`src/rtl/edge_det_multi.sv`:
```
// Multi-channel edge detector: synchroniser, per-channel mode, pulse, sticky, counter, irq.
// Optional debounce filter on each channel is enabled by defining EDGE_DEBOUNCE_EN.
module edge_det_multi #(
    parameter int N_CH        = 8,
    parameter int SYNC_STAGES = 2,
    parameter int CNT_W       = 8,
    parameter int FILT_CYC    = 4,
    localparam int SEL_W      = (N_CH > 1) ? $clog2(N_CH) : 1
) (
    input  logic              clk,
    input  logic              rstn,
    input  logic [N_CH-1:0]   din,
    input  logic [2*N_CH-1:0] mode,
    input  logic [N_CH-1:0]   clr,
    input  logic [N_CH-1:0]   irq_mask,
    input  logic [SEL_W-1:0]  cnt_sel,
    output logic [N_CH-1:0]   pulse,
    output logic [N_CH-1:0]   sticky,
    output logic [CNT_W-1:0]  cnt_rd,
    output logic              irq
);

    logic [N_CH-1:0]  s;
    logic [N_CH-1:0]  l;
    logic [N_CH-1:0]  prev;
    logic [N_CH-1:0]  rise;
    logic [N_CH-1:0]  fall;
    logic [N_CH-1:0]  ev;
    logic [CNT_W-1:0] cnt_q [N_CH];

    generate
        if (SYNC_STAGES == 0) begin : g_nosync
            assign s = din;
        end else begin : g_sync
            logic [N_CH-1:0] sync_q [SYNC_STAGES];

            always_ff @(posedge clk or negedge rstn) begin
                if (!rstn) begin
                    for (int k = 0; k < SYNC_STAGES; k++) begin
                        sync_q[k] <= '0;
                    end
                end else begin
                    sync_q[0] <= din;
                    for (int k = 1; k < SYNC_STAGES; k++) begin
                        sync_q[k] <= sync_q[k-1];
                    end
                end
            end

            assign s = sync_q[SYNC_STAGES-1];
        end
    endgenerate

`ifdef EDGE_DEBOUNCE_EN
    localparam int FW = $clog2(FILT_CYC + 1);

    logic [N_CH-1:0] filt_q;
    logic [FW-1:0]   stab_q [N_CH];

    // The filtered level follows s only after FILT_CYC consecutive mismatches.
    always_ff @(posedge clk or negedge rstn) begin
        if (!rstn) begin
            filt_q <= '0;
            for (int i = 0; i < N_CH; i++) begin
                stab_q[i] <= '0;
            end
        end else begin
            for (int i = 0; i < N_CH; i++) begin
                if (s[i] != filt_q[i]) begin
                    if (stab_q[i] == FW'(FILT_CYC - 1)) begin
                        filt_q[i] <= s[i];
                        stab_q[i] <= '0;
                    end else begin
                        stab_q[i] <= stab_q[i] + FW'(1);
                    end
                end else begin
                    stab_q[i] <= '0;
                end
            end
        end
    end

    assign l = filt_q;
`else
    assign l = s;
`endif

    assign rise = l & ~prev;
    assign fall = ~l & prev;

    always_comb begin
        ev = '0;
        for (int i = 0; i < N_CH; i++) begin
            case (mode[2*i +: 2])
                2'b01:   ev[i] = rise[i];
                2'b10:   ev[i] = fall[i];
                2'b11:   ev[i] = rise[i] | fall[i];
                default: ev[i] = 1'b0;
            endcase
        end
    end

    always_ff @(posedge clk or negedge rstn) begin
        if (!rstn) begin
            prev   <= '0;
            pulse  <= '0;
            sticky <= '0;
            irq    <= 1'b0;
            for (int i = 0; i < N_CH; i++) begin
                cnt_q[i] <= '0;
            end
        end else begin
            prev   <= l;
            pulse  <= ev;
            sticky <= ev | (sticky & ~clr);
            irq    <= |(sticky & irq_mask);
            // A clear coinciding with an event leaves a count of one.
            for (int i = 0; i < N_CH; i++) begin
                if (clr[i]) begin
                    cnt_q[i] <= ev[i] ? CNT_W'(1) : '0;
                end else if (ev[i] && (cnt_q[i] != '1)) begin
                    cnt_q[i] <= cnt_q[i] + CNT_W'(1);
                end
            end
        end
    end

    always_comb begin
        cnt_rd = '0;
        for (int i = 0; i < N_CH; i++) begin
            if (cnt_sel == i[SEL_W-1:0]) begin
                cnt_rd = cnt_q[i];
            end
        end
    end

endmodule

```
`config.mk`:
```
export PLATFORM = sky130hd
export DESIGN_NAME = edge_det_multi
export DESIGN_NICKNAME = d
export VERILOG_FILES = /design/src/rtl/edge_det_multi.sv
export SDC_FILE = /design/constraint.sdc
export NUM_CORES = 1
export LEC_CHECK = 0
export CELL_PAD_IN_SITES_DETAIL_PLACEMENT = 0
export CELL_PAD_IN_SITES_GLOBAL_PLACEMENT = 1
export CORE_MARGIN = 8
export CORE_UTILIZATION = 47
export CTS_CLUSTER_SIZE = 40
export DETAILED_ROUTE_END_ITERATION = 16
export GPL_TIMING_DRIVEN = 1
export PLACE_DENSITY_LB_ADDON = 0.05
export SYNTH_ARGS = -nofsm -noshare
export SYNTH_HDL_FRONTEND = slang
export SYNTH_SLANG_ARGS = --single-unit
```
`constraint.sdc`:
```
create_clock -name clk -period 4.55 [get_ports clk]
set_clock_uncertainty 0.05 [all_clocks]
set_input_delay 1.365 -clock clk [delete_from_list [all_inputs] [get_ports clk]]
set_output_delay 1.365 -clock clk [all_outputs]
set_load 0.1 [all_outputs]
```
# Word level (Yosys, flattened, before mapping)
# Cells that the tools add are included.
# classes
addsub	8
eq_ne	39
mux	40
bitwise_logic	16
n_reduce_logical	18
# op_table
op	count
$mux W8	24
$add A8 B1 Y8 const B	8
$ne A8 B8 Y1 const B	8
$and A8 B8 Y8	4
$eq A2 B2 Y1 const B	16
$not A8 Y8	3
$pmux W1 S3	8
$eq A2 B1 Y1 const B	8
$reduce_bool A2 Y1	8
$eq A3 B3 Y1 const B	4
$logic_and A1 B1 Y1	8
$mux W1	8
$or A1 B1 Y1	8
$or A8 B8 Y8	1
$reduce_or A8 Y1	1
$eq A3 B2 Y1 const B	2
$eq A3 B1 Y1 const B	1
$logic_not A3 Y1	1
# totals
register_bits	105
out_inout_bits	25

# Longest topological paths before layout
# Gate-level depths: netlist of run 1.
# logic_depth
depth_word	9
mapped_depth	9
mapped_depth_nobuf	8

# Worst setup path before layout of run 1
# No wires, ideal clock.
# synth_path
path_kind	in2out
from	in cnt_sel[2]
to	out cnt_rd[3]
arrival_time_ns	4.324
setup_slack_ns	-1.189
path_stages	6
cell_sequence	clkbuf_1 -> clkbuf_1 -> nand2_1 -> o21ai_0 -> a211oi_1 -> o21ai_0
# synth_between
elab_chain_cells	9
# synth_lines
element	line	text
from (decl)	16	input logic [SEL_W-1:0] cnt_sel,
$logic_not A3 Y1	131	if (cnt_sel == i[SEL_W-1:0]) begin
$mux W8 (7 in a row)	131	
$mux W8 *	131	
to (decl)	19	output logic [CNT_W-1:0] cnt_rd,
# Mark *: on every way between the ends. The rest lies on a longest branch, timed or not.

# Final worst setup path of run 1
# layout_path
from	in cnt_sel[0]
to	out cnt_rd[2]
# The elaborated chain is that of the path after synthesis.

==> parameters.txt, run 1 <==
Parameter                              Value

Final layout
  Number of nets in the finished design ... between 700 and 800
  Area Growth Syn to Fin ... 24.6%
  Antenna fix cells ... 0
  Commonest non-fill, non-tap cells in the layout ... 105 x sky130_fd_sc_hd__dfrtp_1, 58 x sky130_fd_sc_hd__nor2_1, 58 x sky130_fd_sc_hd__clkdlybuf4s50_1
  Most common library cell in the layout ignoring fill and taps ... sky130_fd_sc_hd__dfrtp_1
  Share of final-layout standard cells stronger than drive strength 1 ... 0.106

Placement
  Detailed-placement wirelength estimate ... ~10000 µm
  Port Buffers ... between 60 and 70
  Worst setup slack before clock tree synthesis ... 0.0182 ns
  Gpl congestion ... between 0.8 and 0.9

Synth
  Most instantiated flip-flop cell in the synthesis netlist ... sky130_fd_sc_hd__dfrtp_1
  Post-synthesis sequential element count ... between 100 and 150
  Per-instance average area after synthesis ... between 9 and 10 µm²
  Share of the synthesized area in the top cell type ... 0.460
  Yosys cell types ... 60
  Net Count, Synth ... 664
  Number of flops mapped to enable cells by yosys ... 0
  Biggest area consumer among synthesized cells ... sky130_fd_sc_hd__dfrtp_1
  Post-synthesis instance area ... 5710 µm²
  Async set-reset flop share out of synthesis ... 1.00
  Synthesis Warnings ... 0
  Sequential-to-total area share from yosys stat ... 0.460
  Top area cells in the synthesized netlist ... sky130_fd_sc_hd__dfrtp_1 46%, sky130_fd_sc_hd__ha_1 5.3%, sky130_fd_sc_hd__nor2_1 3.8%, sky130_fd_sc_hd__xnor2_1 3.7%, sky130_fd_sc_hd__a21oi_1 3.6%
  Cells after Synth ... just under 600

STA
  Max transition margin ... 0.342
  Final hold violations ... 0
  Fin worst setup slack ... about 0.092 ns
  Maximum frequency from static timing analysis ... around 220 MHz
  Total Negative Setup Slacks ... 0 ns
  Fin. max-slew vios ... 0
  Worst slack on hold paths ... roughly 0.30 ns
  Worst Max-Slew Pin Slew ... ~0.98 ns
  Time the final worst path needs with I/O delays and setup ... 4.46 ns
  Fin crit share ... 0.980
  Setup repair after global routing missed its margin ... no
  # setup viols final ... 0

Worst hold path
  Path type of the worst min-delay path ... reg -> reg

Setup path
  Sort of element at the start of the critical path ... input port
  Crit path required time ... ~3.1 ns
  Worst endpoint data arrival time ... 3.04 ns
  Critical path class ... in -> out
  Worst-path maximum fanout ... 16
  Type of destination of the critical path ... output port

Pwr
  Leakage ... ~3 nW
  Maximum resistive drop on vdd ... 0.000282 V
  Power Dens Cells ... 318 nW/µm²

Detailed routing
  Count of routing violations after the opening detailed-route iteration ... 315
  Routed Wire Length ... between 10000 and 15000 µm
  Post-DR wirelength/cell ... around 16 µm
  Number of nets with antenna violations after routing ... 0
  Drt via density ... 5.61
  Total iterations of the first detailed-routing run ... 4
  Drt drc ... 0
  Total via count in the routed design ... 4632

Floorplanning
  Boundary pin count ... 70
  Core region area ... approximately 12000 µm²
  Core Rows ... 40
  DIE HEIGHT ... 126 µm
  Area of the die ... approximately 16000 µm²
  Floorplan die width ... ~130 µm
  Initial core utilization ... 0.478

Global routing
  Aggregate global-route resource usage ... 0.176
  Antenna violations before repair ... 0
  Overflow left after global routing ... 0
  Maximum number of pins on one net before global-route repair ... 40
  First-pass GRT wire length ... roughly 23000 µm
  Number of global-route vias before repair ... around 4700

Clock network
  Buffers from clock root to sink, at most ... 2
  Worst-Skew Late Latency ... 0.36 ns
  Clock transition at the registers of the reported paths ... 0.06 ns
  Clock buffer count from CTS ... 9
  H-Tree Level Count ... 3
  TritonCTS clock tree ... built
  Clk Tree Root Cell ... sky130_fd_sc_hd__clkbuf_16
  Hold Buf Count CTS ... 0
  Clock net sink count ... between 100 and 150

Run status
  Result of the run ... completed

Run
  Maximum capacitance violations ... 0
-- area by class of cell --
cell class              count  area (µm²)
fillers                  1071        4840
clock buffers              10         229
repair buffers             86         931
inverters                  39         146
multi-input cells         433        2950
well taps                 147         184
flip-flops and latches    105        2630
clock inverters             5        56.3
-- what timing repair did --
action / 4_1_cts / 5_1_grt
setup buffers: 0 / 2
resized for setup: 0 / 13
endpoints found under the setup margin: 0 / 8
-- report_power, final --
group / switching, mW / internal [mW]
logic: 0.308 / 0.163
clock network: 0.346 / 0.424
registers: 0.0496 / 0.978
total: 0.703 / 1.56
-- flip-flops by register name, summed over array words and instances (netlist names) --
register,cells
cnt_q,64
g_sync.sync_q,8
irq,1
l,8
prev,8
pulse,8
sticky,8
-- logic make-up (layout without fill, tap and decap cells) --
family,after synthesis,count (layout),share of synthesized area
compound gates,131,131,0.144
xor+xnor,25,25,0.0383
fa+ha+maj,24,24,0.0526
buf+inv,57,140,0.0388
flops,105,105,0.460
mux,31,31,0.0657
simple gates,222,222,0.201
-- cells in the mapped netlist, types with 3 or more instances --
cell                         n
sky130_fd_sc_hd__nand3b_1    7
sky130_fd_sc_hd__nand2b_1    5
sky130_fd_sc_hd__nand2_1    43
sky130_fd_sc_hd__nor3_1     12
sky130_fd_sc_hd__a21oi_1    41
sky130_fd_sc_hd__nand3_1    19
sky130_fd_sc_hd__nand4_1    12
sky130_fd_sc_hd__a21o_1      8
sky130_fd_sc_hd__nor4_1     10
sky130_fd_sc_hd__a31oi_1     4
sky130_fd_sc_hd__nor2b_1    24
sky130_fd_sc_hd__inv_1      39
sky130_fd_sc_hd__ha_1       24
sky130_fd_sc_hd__and2_1      4
sky130_fd_sc_hd__clkbuf_1   11
sky130_fd_sc_hd__or2_2       3
sky130_fd_sc_hd__nor2_1     58
sky130_fd_sc_hd__mux2i_1    15
sky130_fd_sc_hd__a22o_1      3
sky130_fd_sc_hd__nor3b_1     3
sky130_fd_sc_hd__a22oi_1     5
sky130_fd_sc_hd__buf_1       6
sky130_fd_sc_hd__o21ai_0    30
sky130_fd_sc_hd__dfrtp_1   105
sky130_fd_sc_hd__mux4_2      4
sky130_fd_sc_hd__a211oi_1   15
sky130_fd_sc_hd__xnor2_1    24
sky130_fd_sc_hd__and3_1      4
sky130_fd_sc_hd__o21ai_1     3
sky130_fd_sc_hd__mux2_2     11
sky130_fd_sc_hd__and4_1      5
-- final timing paths --
kind | from | endpoint | slack, ns | depth (start not counted)
setup / recovery | cnt_sel[0] | cnt_rd[2] | 0.09 | 6
hold / removal | g_sync.sync_q[9] | l[1] | 0.30 | 0
setup reg to reg | l[6] | cnt_q[9] | 2.38 | 6
hold reg to reg | g_sync.sync_q[9] | l[1] | 0.30 | 0
max in group asynchronous | rstn | cnt_q[27] | 2.68 | 2
min in group asynchronous | rstn | g_sync.sync_q[10] | 0.92 | 1
-- layer usage --
metal	share of wire	wire length [µm]	vias up	global-route usage
li1	-	-	2280	-
met1	0.47	6310	2262	0.232
met2	0.47	6310	79	0.277
met3	0.052	696	11	0.0426
met4	0.014	185	0	0.0587
met5	0	0	-	0
-- critical path, stage by stage --
cell	delay [ns]
sky130_fd_sc_hd__clkdlybuf4s50_1	0.51
sky130_fd_sc_hd__buf_12	0.16
sky130_fd_sc_hd__mux4_2	0.50
sky130_fd_sc_hd__a21oi_1	0.26
sky130_fd_sc_hd__a21oi_4	0.07
sky130_fd_sc_hd__buf_12	0.18
-- per-stage QoR --
step,utilization,cells,cell area (µm²),power (mW)
floorplan,-,595,5770,1.33
global placement,0.567,807,6780,1.51
detailed placement,0.567,807,6780,1.51
CTS,0.590,822,7060,2.30
global route,0.595,825,7120,2.36
finish,0.595,825,7120,2.27
Power figures use the tool's default switching activity.
==> run 2: changes to the inputs <==
Settings changed: CORE_UTILIZATION 47 to 50, DONT_BUFFER_PORTS set to 1, HOLD_SLACK_MARGIN set to 0.15.
==> run 2 against run 1 <==
Effect of this change:
- final cell count decreased by 9.8%
- die area shrank 5.3%
- sequential cell count unchanged
==> parameters.txt, run 2 (synthesis gave the netlist of run 1 again) <==
Parameter                              Value

Global routing
  Number of global-route vias before repair ... 4256
  First-pass GRT wire length ... approximately 21000 µm
  Overflow left after global routing ... 0
  Maximum number of pins on one net before global-route repair ... 106
  Aggregate global-route resource usage ... 0.182
  Antenna violations before repair ... 0

Clock network
  Clock net sink count ... 105
  H-Tree Level Count ... 3
  TritonCTS clock tree ... built
  Post-CTS setup repair buffer count ... 0
  Clk Tree Root Cell ... sky130_fd_sc_hd__clkbuf_16
  Clock buffer count from CTS ... 9
  Hold Buf Count CTS ... 0
  Clock transition at the registers of the reported paths ... ~0.06 ns
  Worst-Skew Late Latency ... 0.35 ns
  Post-cts gate resize count ... 0
  Buffers from clock root to sink, at most ... 2

Floorplanning
  Core region area ... 11300 µm²
  Boundary pin count ... 70
  Floorplan die width ... roughly 120 µm
  DIE HEIGHT ... about 120 µm
  Area of the die ... about 15000 µm²
  Initial core utilization ... 0.507
  Core Rows ... 39

Setup path
  Type of destination of the critical path ... output port
  Beginning of the critical path ... cnt_sel[2]
  Sort of element at the start of the critical path ... input port
  Critical path class ... in -> out
  Number of buffers and inverters on the critical path ... 2
  Number of cell instances on the worst register-to-register path ... 7
  Category of cells accounting for the largest share of critical-path delay ... compound AO/OA/AOI/OAI gates
  Worst-path maximum fanout ... 19
  RR Startpoint ... prev[1]
  Worst endpoint data arrival time ... around 2.6 ns
  Max stage delay on crit path ... 0.33 ns
  Cell with the largest stage delay on the worst path ... sky130_fd_sc_hd__buf_4
  Crit path required time ... between 3 and 4 ns
  Cell breakdown of the critical path ... inv_1, o21ai_0, a22o_1, o21a_1, o221ai_2, buf_4
  Path length in cells of the critical path ... 6

Detailed routing
  Routed Wire Length ... about 13000 µm
  Drt drc ... 0
  Number of nets with antenna violations after routing ... 0
  Post-DR wirelength/cell ... between 15 and 20 µm
  Count of routing violations after the opening detailed-route iteration ... roughly 230
  Total via count in the routed design ... roughly 4400
  Drt via density ... around 6
  Total iterations of the first detailed-routing run ... 5

STA
  Worst Max-Slew Pin Slew ... between 1 and 1.5 ns
  Worst slack on hold paths ... ~0.30 ns
  Setup repair after global routing missed its margin ... no
  # setup viols final ... 0
  Fin crit share ... 0.889
  Fin. max-slew vios ... 0
  Total Negative Setup Slacks ... 0 ns
  Final hold violations ... 0
  Maximum frequency from static timing analysis ... ~250 MHz
  Max transition margin ... 0.285
  Time the final worst path needs with I/O delays and setup ... 4.05 ns

Run status
  Result of the run ... completed

Final layout
  Number of nets in the finished design ... 666
  Share of final-layout standard cells stronger than drive strength 1 ... 0.0865
  Flip-flop count of the largest register after layout ... 64
  Area Growth Syn to Fin ... 9.48%
  Cell Count, Final, Fillers Out ... between 700 and 800
  Commonest non-fill, non-tap cells in the layout ... 105 x sky130_fd_sc_hd__dfrtp_1, 58 x sky130_fd_sc_hd__nor2_1, 43 x sky130_fd_sc_hd__nand2_1
  Most common library cell in the layout ignoring fill and taps ... sky130_fd_sc_hd__dfrtp_1
  Share of the core filled with cells ... 0.555
  Top register by number of flip-flops ... cnt_q
  Antenna fix cells ... 0

Placement
  Detailed-placement wirelength estimate ... approximately 9500 µm
  Port Buffers ... 0
  Number of placed instances, taps included ... 729
  Gpl congestion ... 0.814

Pwr
  Power Dens Cells ... approximately 350 nW/µm²
  Maximum resistive drop on vdd ... ~0.00033 V
  Leakage ... between 2 and 3 nW

Run
  Maximum capacitance violations ... 0

Worst hold path
  Path type of the worst min-delay path ... reg -> reg
  Number of instances on the worst hold path ... 0
  Hold_sp ... g_sync.sync_q[9]
-- run 2: cell types whose count changed in the layout (fill, tap and decap cells not counted), moves of 3 or more --
cell                              change
sky130_fd_sc_hd__buf_4                -4
sky130_fd_sc_hd__buf_12              -10
sky130_fd_sc_hd__clkdlybuf4s50_1     -58
sky130_fd_sc_hd__clkbuf_8             +4
sky130_fd_sc_hd__o21ai_1              -3
sky130_fd_sc_hd__o21ai_0              +3
-- run 2: area by class of cell --
cell class,count,area [µm²]
sequential,105,2630
clock buffer,13,280
multi-input combinational,433,2920
clock inverter,2,35.0
inverter,39,146
fill,1040,5020
timing repair buffer,9,67.6
tap,143,179
-- run 2: final timing paths --
path	to	slack (ns)
min in group asynchronous	cnt_q[34]	0.65
worst min-delay path	l[1]	0.30
worst max-delay path	cnt_rd[5]	0.50
worst max register to register	cnt_q[55]	2.38
worst min register to register	l[1]	0.30
max in group asynchronous	prev[7]	3.64
-- run 2: worst register-to-register path, stage by stage (launching register included) --
cell and delay, ns:
sky130_fd_sc_hd__dfrtp_1 0.35, sky130_fd_sc_hd__inv_1 0.05, sky130_fd_sc_hd__ha_1 0.28, sky130_fd_sc_hd__and2b_1 0.21, sky130_fd_sc_hd__o21ai_2 0.09, sky130_fd_sc_hd__and2_4 0.17, sky130_fd_sc_hd__or4b_1 0.53, sky130_fd_sc_hd__mux2_1 0.33
-- run 2: routing by layer --
layer / vias to the layer above / wire length [µm] / global-route usage
li1: 2120 / - / -
met1: 2151 / 6110 / 0.245
met2: 82 / 5880 / 0.279
met3: 12 / 670 / 0.0557
met4: 0 / 182 / 0.0510
met5: - / 0 / 0
-- run 2: report_power, final --
| part | switching, mW | internal [mW] |
|---|---|---|
| Combinational | 0.124 | 0.0783 |
| Clock | 0.324 | 0.482 |
| Sequential | 0.179 | 0.975 |
| Total | 0.627 | 1.54 |
-- run 2: through the flow --
step	power, mW	area (µm²)	worst slack, ns
floorplan	1.33	5770	-0.0748
global placement	1.37	5940	0.521
detailed placement	1.38	5940	0.502
CTS	2.19	6260	0.499
global route	2.26	6260	0.388
finish	2.16	6260	0.505
==> run 3: changes to the inputs <==
Settings changed: CORE_UTILIZATION 50 to 45.
Clock period 4.55 ns to 3.6 ns, I/O delays scaled along.
==> run 3 against run 2 <==
Effect of this change:
- final area rose by 2.9%
- register-to-register slack got worse by 0.95 ns
- global-route usage fell by 1.4 points
- first-iteration DRC count rose by 16%
- routed wire length rose by 3.0%
- final cell count rose by 4.2%
- sequential power rose by 27%
- hold slack improved by 0.0024 ns
- clock power rose by 34%
- clock-buffer cell count fell by 1
- total power rose by 30%
- non-clock buffer count rose by 1
- highest routed layer unchanged
==> parameters.txt, run 3 (synthesis gave the netlist of run 1 again) <==
Parameter                              Value

Clock network
  H-Tree Level Count ... 3
  TritonCTS clock tree ... built
  Clock transition at the registers of the reported paths ... about 0.070 ns
  Hold Buf Count CTS ... 0
  Clk Tree Root Cell ... sky130_fd_sc_hd__clkbuf_16
  Worst-Skew Late Latency ... around 0.35 ns
  Clock net sink count ... around 110
  Clock buffer count from CTS ... 9
  Post-CTS setup repair buffer count ... 0
  Post-cts gate resize count ... 0
  Buffers from clock root to sink, at most ... 2

Setup path
  Type of destination of the critical path ... output port
  Cell breakdown of the critical path ... or3_1, o21ai_0, a22o_1, o21a_1, o221ai_4, buf_12
  Max stage delay on crit path ... 0.35 ns
  Critical path class ... in -> out
  Category of cells accounting for the largest share of critical-path delay ... compound AO/OA/AOI/OAI gates
  Number of buffers and inverters on the critical path ... 1
  Worst endpoint data arrival time ... between 2 and 2.5 ns
  Sort of element at the start of the critical path ... input port
  Crit path required time ... 2.47 ns
  Worst-path maximum fanout ... 32
  Cell with the largest stage delay on the worst path ... sky130_fd_sc_hd__or3_1

Final layout
  Filler cell count in the final layout ... 1188
  Flip-flop count of the largest register after layout ... 64
  Commonest non-fill, non-tap cells in the layout ... 105 x sky130_fd_sc_hd__dfrtp_1, 58 x sky130_fd_sc_hd__nor2_1, 43 x sky130_fd_sc_hd__nand2_1
  Cell Count, Final, Fillers Out ... between 700 and 800
  Top register by number of flip-flops ... cnt_q
  Share of final-layout standard cells stronger than drive strength 1 ... 0.0912
  Most common library cell in the layout ignoring fill and taps ... sky130_fd_sc_hd__dfrtp_1
  Number of nets in the finished design ... between 600 and 700
  Antenna fix cells ... 0
  Area Growth Syn to Fin ... 12.7%

Run status
  Result of the run ... completed

Run
  Maximum capacitance violations ... 0

Detailed routing
  Routed Wire Length ... ~13000 µm
  Total iterations of the first detailed-routing run ... 5
  Count of routing violations after the opening detailed-route iteration ... 268
  Drt via density ... about 5.7
  Number of nets with antenna violations after routing ... 0
  Total via count in the routed design ... 4380
  Post-DR wirelength/cell ... 17.1 µm
  Drt drc ... 0

Floorplanning
  Area of the die ... 16600 µm²
  DIE HEIGHT ... between 100 and 150 µm
  Floorplan die width ... roughly 130 µm
  Core Rows ... between 40 and 50
  Initial core utilization ... 0.457
  Core region area ... 12500 µm²
  Boundary pin count ... 70

STA
  Max transition margin ... 0.307
  Worst Max-Slew Pin Slew ... around 1.0 ns
  Fin. max-slew vios ... 0
  # setup viols final ... 0
  Time the final worst path needs with I/O delays and setup ... 3.36 ns
  Fin crit share ... 0.933
  Final hold violations ... 0
  Total Negative Setup Slacks ... 0 ns
  Setup repair after global routing missed its margin ... no
  Maximum frequency from static timing analysis ... slightly below 300 MHz

Global routing
  Number of global-route vias before repair ... ~4200
  Aggregate global-route resource usage ... 0.169
  Maximum number of pins on one net before global-route repair ... around 110
  First-pass GRT wire length ... 21700 µm
  Overflow left after global routing ... 0
  Antenna violations before repair ... 0

Pwr
  Power Dens Cells ... 437 nW/µm²
  Leakage ... 2.73 nW
  Maximum resistive drop on vdd ... around 0.0003 V

Placement
  Detailed-placement wirelength estimate ... approximately 10000 µm
  Gpl congestion ... between 0.8 and 0.9
  Port Buffers ... 0
  Number of placed instances, taps included ... 759

Worst hold path
  Path type of the worst min-delay path ... reg -> reg
-- run 3: cell type report --
class | instances | area, µm² | share of cell area
Inverter | 39 | 146 | 0.0227
Clock buffer | 12 | 256 | 0.0398
Tap cell | 172 | 215 | 0.0334
Multi-Input combinational cell | 433 | 2940 | 0.457
Timing Repair Buffer | 10 | 175 | 0.0272
Clock inverter | 4 | 75.1 | 0.0117
Sequential cell | 105 | 2630 | 0.408
-- run 3: worst register-to-register path, delay by kind of cell (launching register included) --
kind	cells	cell delay, ns
AOI/OAI and AO/OA	1	0.08
adders and majority gates	1	0.27
buffers and inverters	1	0.05
DFF	1	0.35
muxes	1	0.33
and+or+nand+nor	3	0.92
-- run 3: path summary, 6_finish.rpt --
path / startpoint / endpoint / slack (ns) / cells past startpoint
min in group asynchronous: rstn / cnt_q[63] / 0.37 / 0
max reg2reg: prev[1] / cnt_q[55] / 1.43 / 7
max in group asynchronous: rstn / cnt_q[7] / 2.95 / 0
min reg2reg: g_sync.sync_q[10] / l[2] / 0.30 / 0
max: cnt_sel[1] / cnt_rd[5] / 0.24 / 6
min: g_sync.sync_q[10] / l[2] / 0.30 / 0
-- run 3: report_power, final --
part / switching (mW) / internal (mW) / total, mW
logic: 0.164 / 0.118 / 0.282
clock network: 0.429 / 0.647 / 1.08
registers: 0.225 / 1.23 / 1.46
-- run 3: per-layer routing --
layer,GRT usage,routed length [µm]
met5,0,0
met4,0.0484,185
met3,0.0588,843
met2,0.263,6230
met1,0.217,5970
-- run 3: per-stage QoR --
step	hold WS [ns]	power (mW)	util	setup slack [ns]	cell area [µm²]
after floorplan	0.281	1.69	-	-0.00183	5800
after global placement	0.282	1.76	0.488	0.247	6110
after detailed placement	0.285	1.77	0.488	0.240	6110
after CTS	0.302	2.86	0.514	0.239	6440
after global routing	0.316	2.94	0.514	0.193	6440
final	0.299	2.82	0.514	0.243	6440
